===== config.mk =====
export PLATFORM = sky130hd
export DESIGN_NAME = mux4to1_rr
export DESIGN_NICKNAME = d
export VERILOG_FILES = /design/src/rtl/mux4to1_rr_pkg.sv /design/src/rtl/mux4to1_rr_arb4.sv /design/src/rtl/mux4to1_rr.sv
export SDC_FILE = /design/constraint.sdc
export NUM_CORES = 1
export LEC_CHECK = 0
export CAP_MARGIN = 10
export CORE_ASPECT_RATIO = 0.6
export CORE_MARGIN = 4
export CORE_UTILIZATION = 35
export DETAILED_ROUTE_END_ITERATION = 10
export PLACE_DENSITY = 0.82
export SLEW_MARGIN = 40
export SYNTH_ARGS = -nofsm -noshare
export SYNTH_HDL_FRONTEND = slang
export SYNTH_SLANG_ARGS = --single-unit

===== constraint.sdc =====
create_clock -name clk -period 1.99 [get_ports clk]
set_input_delay 0.398 -clock clk [delete_from_list [all_inputs] [get_ports clk]]
set_output_delay 0.398 -clock clk [all_outputs]
set_load 0.01 [all_outputs]

===== src/rtl/mux4to1_rr_pkg.sv =====
// Shared types, constants and the round-robin pick function for the 4:1 merge path.
package mux_pkg;

    localparam int NUM_CH = 4;
    localparam int SEL_W  = 2;

    typedef enum logic {
        IDLE  = 1'b0,
        GRANT = 1'b1
    } state_e;

    typedef struct packed {
        logic             found;
        logic [SEL_W-1:0] idx;
    } pick_t;

    // Scan ptr+1 .. ptr+4 (mod 4); the pointer's own channel is looked at last.
    function automatic pick_t rr_pick(input logic [NUM_CH-1:0] valid,
                                      input logic [SEL_W-1:0]  ptr);
        pick_t r;
        r.found = 1'b0;
        r.idx   = '0;
        for (int k = 1; k <= NUM_CH; k++) begin
            logic [SEL_W-1:0] c;
            c = ptr + SEL_W'(k);
            if (!r.found && valid[c]) begin
                r.found = 1'b1;
                r.idx   = c;
            end
        end
        return r;
    endfunction

endpackage


===== src/rtl/mux4to1_rr_arb4.sv =====
// Round-robin pointer register plus winner selection. When upd_i is high the
// pointer moves to upd_ptr_i and the winner is already computed from that new
// pointer, so the top can re-grant in the same cycle a burst ends.
module rr_arb4
    import mux_pkg::*;
(
    input  logic              clk,
    input  logic              rst,
    input  logic [NUM_CH-1:0] valid_i,
    input  logic              upd_i,
    input  logic [SEL_W-1:0]  upd_ptr_i,
    output logic [SEL_W-1:0]  winner_o,
    output logic              found_o
);

    logic [SEL_W-1:0] rr_ptr_q;
    logic [SEL_W-1:0] rr_ptr_d;
    pick_t            pick;

    // Effective pointer for this cycle and the winner it implies.
    always_comb begin
        rr_ptr_d = upd_i ? upd_ptr_i : rr_ptr_q;
        pick     = rr_pick(valid_i, rr_ptr_d);
        winner_o = pick.idx;
        found_o  = pick.found;
    end

    // Pointer starts at 3 so channel 0 has first priority out of reset.
    always_ff @(posedge clk or posedge rst) begin
        if (rst) begin
            rr_ptr_q <= 2'd3;
        end else begin
            rr_ptr_q <= rr_ptr_d;
        end
    end

endmodule


===== src/rtl/mux4to1_rr.sv =====
// Four-channel round-robin merge onto a single registered valid/ready stream.
// Each output beat carries the 2-bit source channel in out_sel.
module mux4to1_rr
    import mux_pkg::*;
#(
    parameter int DATA_W = 8,
    parameter int BURST  = 4
) (
    input  logic              clk,
    input  logic              rst,
    input  logic [NUM_CH-1:0] in_valid,
    input  logic [DATA_W-1:0] in_data0,
    input  logic [DATA_W-1:0] in_data1,
    input  logic [DATA_W-1:0] in_data2,
    input  logic [DATA_W-1:0] in_data3,
    output logic [NUM_CH-1:0] in_ready,
    output logic              out_valid,
    output logic [DATA_W-1:0] out_data,
    output logic [SEL_W-1:0]  out_sel,
    input  logic              out_ready
);

    localparam int                CNT_W = $clog2(BURST) + 1;
    localparam logic [CNT_W-1:0]  LAST  = CNT_W'(BURST - 1);

    state_e            state_q, state_d;
    logic [SEL_W-1:0]  owner_q, owner_d;
    logic [CNT_W-1:0]  beat_cnt_q, beat_cnt_d;
    logic              out_valid_q;
    logic [DATA_W-1:0] out_data_q;
    logic [SEL_W-1:0]  out_sel_q;

    logic              space;
    logic              owner_vld;
    logic              xfer;
    logic              rearb;
    logic [SEL_W-1:0]  winner;
    logic              found;
    logic [DATA_W-1:0] owner_data;

    rr_arb4 u_arb (
        .clk       (clk),
        .rst       (rst),
        .valid_i   (in_valid),
        .upd_i     (rearb),
        .upd_ptr_i (owner_q),
        .winner_o  (winner),
        .found_o   (found)
    );

    // Handshake qualifiers and the one-hot ready toward the current owner.
    always_comb begin
        space     = ~out_valid_q | out_ready;
        owner_vld = in_valid[owner_q];
        xfer      = (state_q == GRANT) & space & owner_vld;
        in_ready  = '0;
        if (state_q == GRANT && space) begin
            in_ready[owner_q] = 1'b1;
        end
    end

    // Select the owner's data for loading into the output register.
    always_comb begin
        case (owner_q)
            2'd0:    owner_data = in_data0;
            2'd1:    owner_data = in_data1;
            2'd2:    owner_data = in_data2;
            default: owner_data = in_data3;
        endcase
    end

    // Next-state: grant, count beats, and re-arbitrate at burst end or on drop.
    always_comb begin
        state_d    = state_q;
        owner_d    = owner_q;
        beat_cnt_d = beat_cnt_q;
        rearb      = 1'b0;
        case (state_q)
            IDLE: begin
                if (found) begin
                    state_d    = GRANT;
                    owner_d    = winner;
                    beat_cnt_d = '0;
                end
            end
            GRANT: begin
                if (!owner_vld) begin
                    rearb = 1'b1;
                end else if (space) begin
                    if (beat_cnt_q == LAST) begin
                        rearb = 1'b1;
                    end else begin
                        beat_cnt_d = beat_cnt_q + CNT_W'(1);
                    end
                end
            end
            default: state_d = IDLE;
        endcase
        if (rearb) begin
            beat_cnt_d = '0;
            if (found) begin
                state_d = GRANT;
                owner_d = winner;
            end else begin
                state_d = IDLE;
            end
        end
    end

    // Control state registers.
    always_ff @(posedge clk or posedge rst) begin
        if (rst) begin
            state_q    <= IDLE;
            owner_q    <= '0;
            beat_cnt_q <= '0;
        end else begin
            state_q    <= state_d;
            owner_q    <= owner_d;
            beat_cnt_q <= beat_cnt_d;
        end
    end

    // Single-entry output register; data/sel hold after the beat drains.
    always_ff @(posedge clk or posedge rst) begin
        if (rst) begin
            out_valid_q <= 1'b0;
            out_data_q  <= '0;
            out_sel_q   <= '0;
        end else if (xfer) begin
            out_valid_q <= 1'b1;
            out_data_q  <= owner_data;
            out_sel_q   <= owner_q;
        end else if (out_valid_q && out_ready) begin
            out_valid_q <= 1'b0;
        end
    end

    assign out_valid = out_valid_q;
    assign out_data  = out_data_q;
    assign out_sel   = out_sel_q;

endmodule


==> metrics.csv <==
metric,value,unit
synth_seq_cells,19,
max_freq,498,MHz
swShare,0.353,
chipWidth,83.5,microns
detail_route.wirelength,3.74,mm
antenna_found_initial,0,
wl_per_cell,16.3,microns
dieHeight,53.3,microns
yosys.area.top_type_share,0.356,
drive_gt1_frac,0.353,
pre_cts_ws,-0.484,ns
ios,54,
cp_max_fo,3,
maxCapViolations,0,
detail_route.iter0.violations,30,
status,"complete, but fails checks",
fin_crit,2.01,ns
synth_cells,104,
internal-power,1900,uW
switchingPower,1040,uW
required,2.14,ns
cts_buffers,3,
pwr-share-comb,0.664,
dp_hpwl,2.95,mm
synth_area_leaders,"dfrtp_1 36%, mux4_2 17%, mux2_2 8.5%, dfstp_2 4.4%, mux2i_1 3.3%",
seq_power_share,0.244,
yosysMostFrequentCell,dfrtp_1,
clockBufferDepth,2,
drt-vias-per-instance,5.20,
drtPass1Iterations,4,
min_period_over_period,1.01,
grt_pass1_wl,5.99,mm
cts_tree,done,
setup_viol,1,
yosys.area_share.adder,0.0209,
io_buffers,53,
pwr-share-clk,0.093,
setup_slack,-0.0165,ns
cts_hold_buf,0,
synth_edf_count,0,
start_kind,flop,
synth_nets,145,
crit_arrival,2.15,ns
finish.utilization,0.645,
syn2layout_area_growth,75.8,%
crit_type,reg2reg,
min_path_type,in2async,
rsz0062_at_grt,yes,
synth-async-reset-ratio,1.00,
diodes,0,
finalHoldViolations,0,
ir_drop,659,uV
avgSynthCellArea,11.5,sq um
clock-skew-final,0.00338,ns
clk_latency,0.26,ns
synth_seq_area_share,0.400,
clk_pin_slew_worst_paths,0.07,ns
grt_pass1_vias,1241,
cts_sinks,19,
yosysTopAreaCell,dfrtp_1,
cts_max_level,1,
tightest_slew,0.355,ns
vias,1190,
hold-worst-slack,0.479,ns
timing.max_slew.rel_slack,0.756,
synth_flop_cell,dfrtp_1,
grt_max_degree,20,
critPathCaptureType,flop,
synth-warning-count,0,
grt_usage,0.175,
syn-cell-area,0.00120,sq mm
rows,16,
ant_nets,0,
synth_top_family_by_area,multiplexers,
power_leakage,0.000908,uW
gr-total-overflow,0,
slew_violations,0,
fin_nets,226,
synth-simple-area-share,0.121,
clockRootBuffer,clkbuf_8,
muxShareOfSynthArea,0.288,
core,0.00326,sq mm
power_density,1400,mW/mm^2
synth_cell_types,33,
die_area,0.00445,sq mm
initial_core_util,0.367,
synth_compound_area_frac,0.120,
drc,0,
violations,negative setup slack,
gp_congestion,0.880,
synth_common_cells,"17 x dfrtp_1, 9 x inv_1, 9 x mux2_2, 9 x mux4_2, 8 x nand2_1",
synthXorXnorAreaFrac,0,
critical path: stages (launching register included):
cell,delay [ns]
dfrtp_1,0.38
mux4_2,0.53
a21boi_4,0.16
o32a_1,0.33
a211o_1,0.27
a32o_1,0.23
path summary, 6_finish.rpt:
| path | startpoint | endpoint | slack [ns] | cells past startpoint |
|---|---|---|---|---|
| setup reg to reg | owner_q[0] | owner_q[1] | -0.02 | 5 |
| hold reg to reg | out_sel[1] | out_sel[1] | 0.48 | 2 |
| setup / recovery | owner_q[0] | owner_q[1] | -0.02 | 5 |
| max in group asynchronous | rst | u_arb.rr_ptr_q[0] | 1.24 | 3 |
| min in group clk | out_sel[1] | out_sel[1] | 0.48 | 2 |
| hold / removal | rst | out_data[0] | 0.48 | 3 |
registers in the layout, indices dropped and copies added, names as in the netlist:
name and flops:
state_q 1, out_sel 2, out_data 8, u_arb.rr_ptr_q 2, out_valid 1, beat_cnt_q 3
owner_q 2
power by group through the flow:
stage / registers [uW] / clock network (uW) / logic [uW]
after global placement: 694 / 0 / 1710
after detailed placement: 707 / 0 / 1760
after global routing: 741 / 300 / 2100
after CTS: 705 / 279 / 1850
final: 715 / 272 / 1950
after floorplan: 736 / 0 / 892
per-stage QoR:
| stage | power, uW | instances | TNS [ns] | instance area [sq um] |
|---|---|---|---|---|
| floorplan | 1630 | 104 | -0.0989 | 1200 |
| global placement | 2400 | 222 | -3.61 | 1960 |
| detailed placement | 2470 | 222 | -4.20 | 1960 |
| CTS | 2840 | 229 | -0.0810 | 2050 |
| global route | 3140 | 229 | -0.258 | 2100 |
| finish | 2940 | 229 | -0.0165 | 2100 |
metal layers:
layer  vias to the layer above  wire length (microns)  GRT usage
met5                         -                      0          0
met4                         0                     25     0.0401
met3                         4                    233     0.0482
met2                        44                   1920      0.324
met1                       588                   1550      0.207
li1                        554                      -          -
final cells by class:
type / instances / area, sq um
tap: 45 / 56.3
timing repair buffer: 81 / 742
fill: 253 / 1160
sequential: 19 / 478
inverter: 9 / 33.8
clock buffer: 4 / 45.0
multi-input combinational: 71 / 748
cells by family after synthesis:
| group | count (synthesis) |
|---|---|
| AND/OR/NAND/NOR | 29 |
| multiplexers | 22 |
| flip-flops | 19 |
| AO/OA/AOI/OAI | 18 |
| buffers and inverters | 14 |
| adder cells (fa/ha/maj) | 2 |
timing repair:
item	in CTS	in global routing
pin swaps	5	2
buffers inserted	3	0
endpoints found under the setup margin	7	5
gates resized for setup	16	13
placed cells by master (no fill, tap or decap), types with 2 or more instances in the layout:
cell type        count
a32o_1               2
and2_1               2
buf_4               27
clkbuf_8             3
clkdlybuf4s50_1     44
dfrtp_1             17
dfstp_2              2
dlygate4sd2_1        7
inv_1                9
mux2_2               9
mux2i_1              2
mux2i_2              2
mux4_2               9
nand2_1              8
nand2b_1             2
nand3_1              2
nor2_1               6
nor4_1               2
o21ai_0              4
o32a_1               2
No activity file was read; power rests on OpenSTA's default activity.
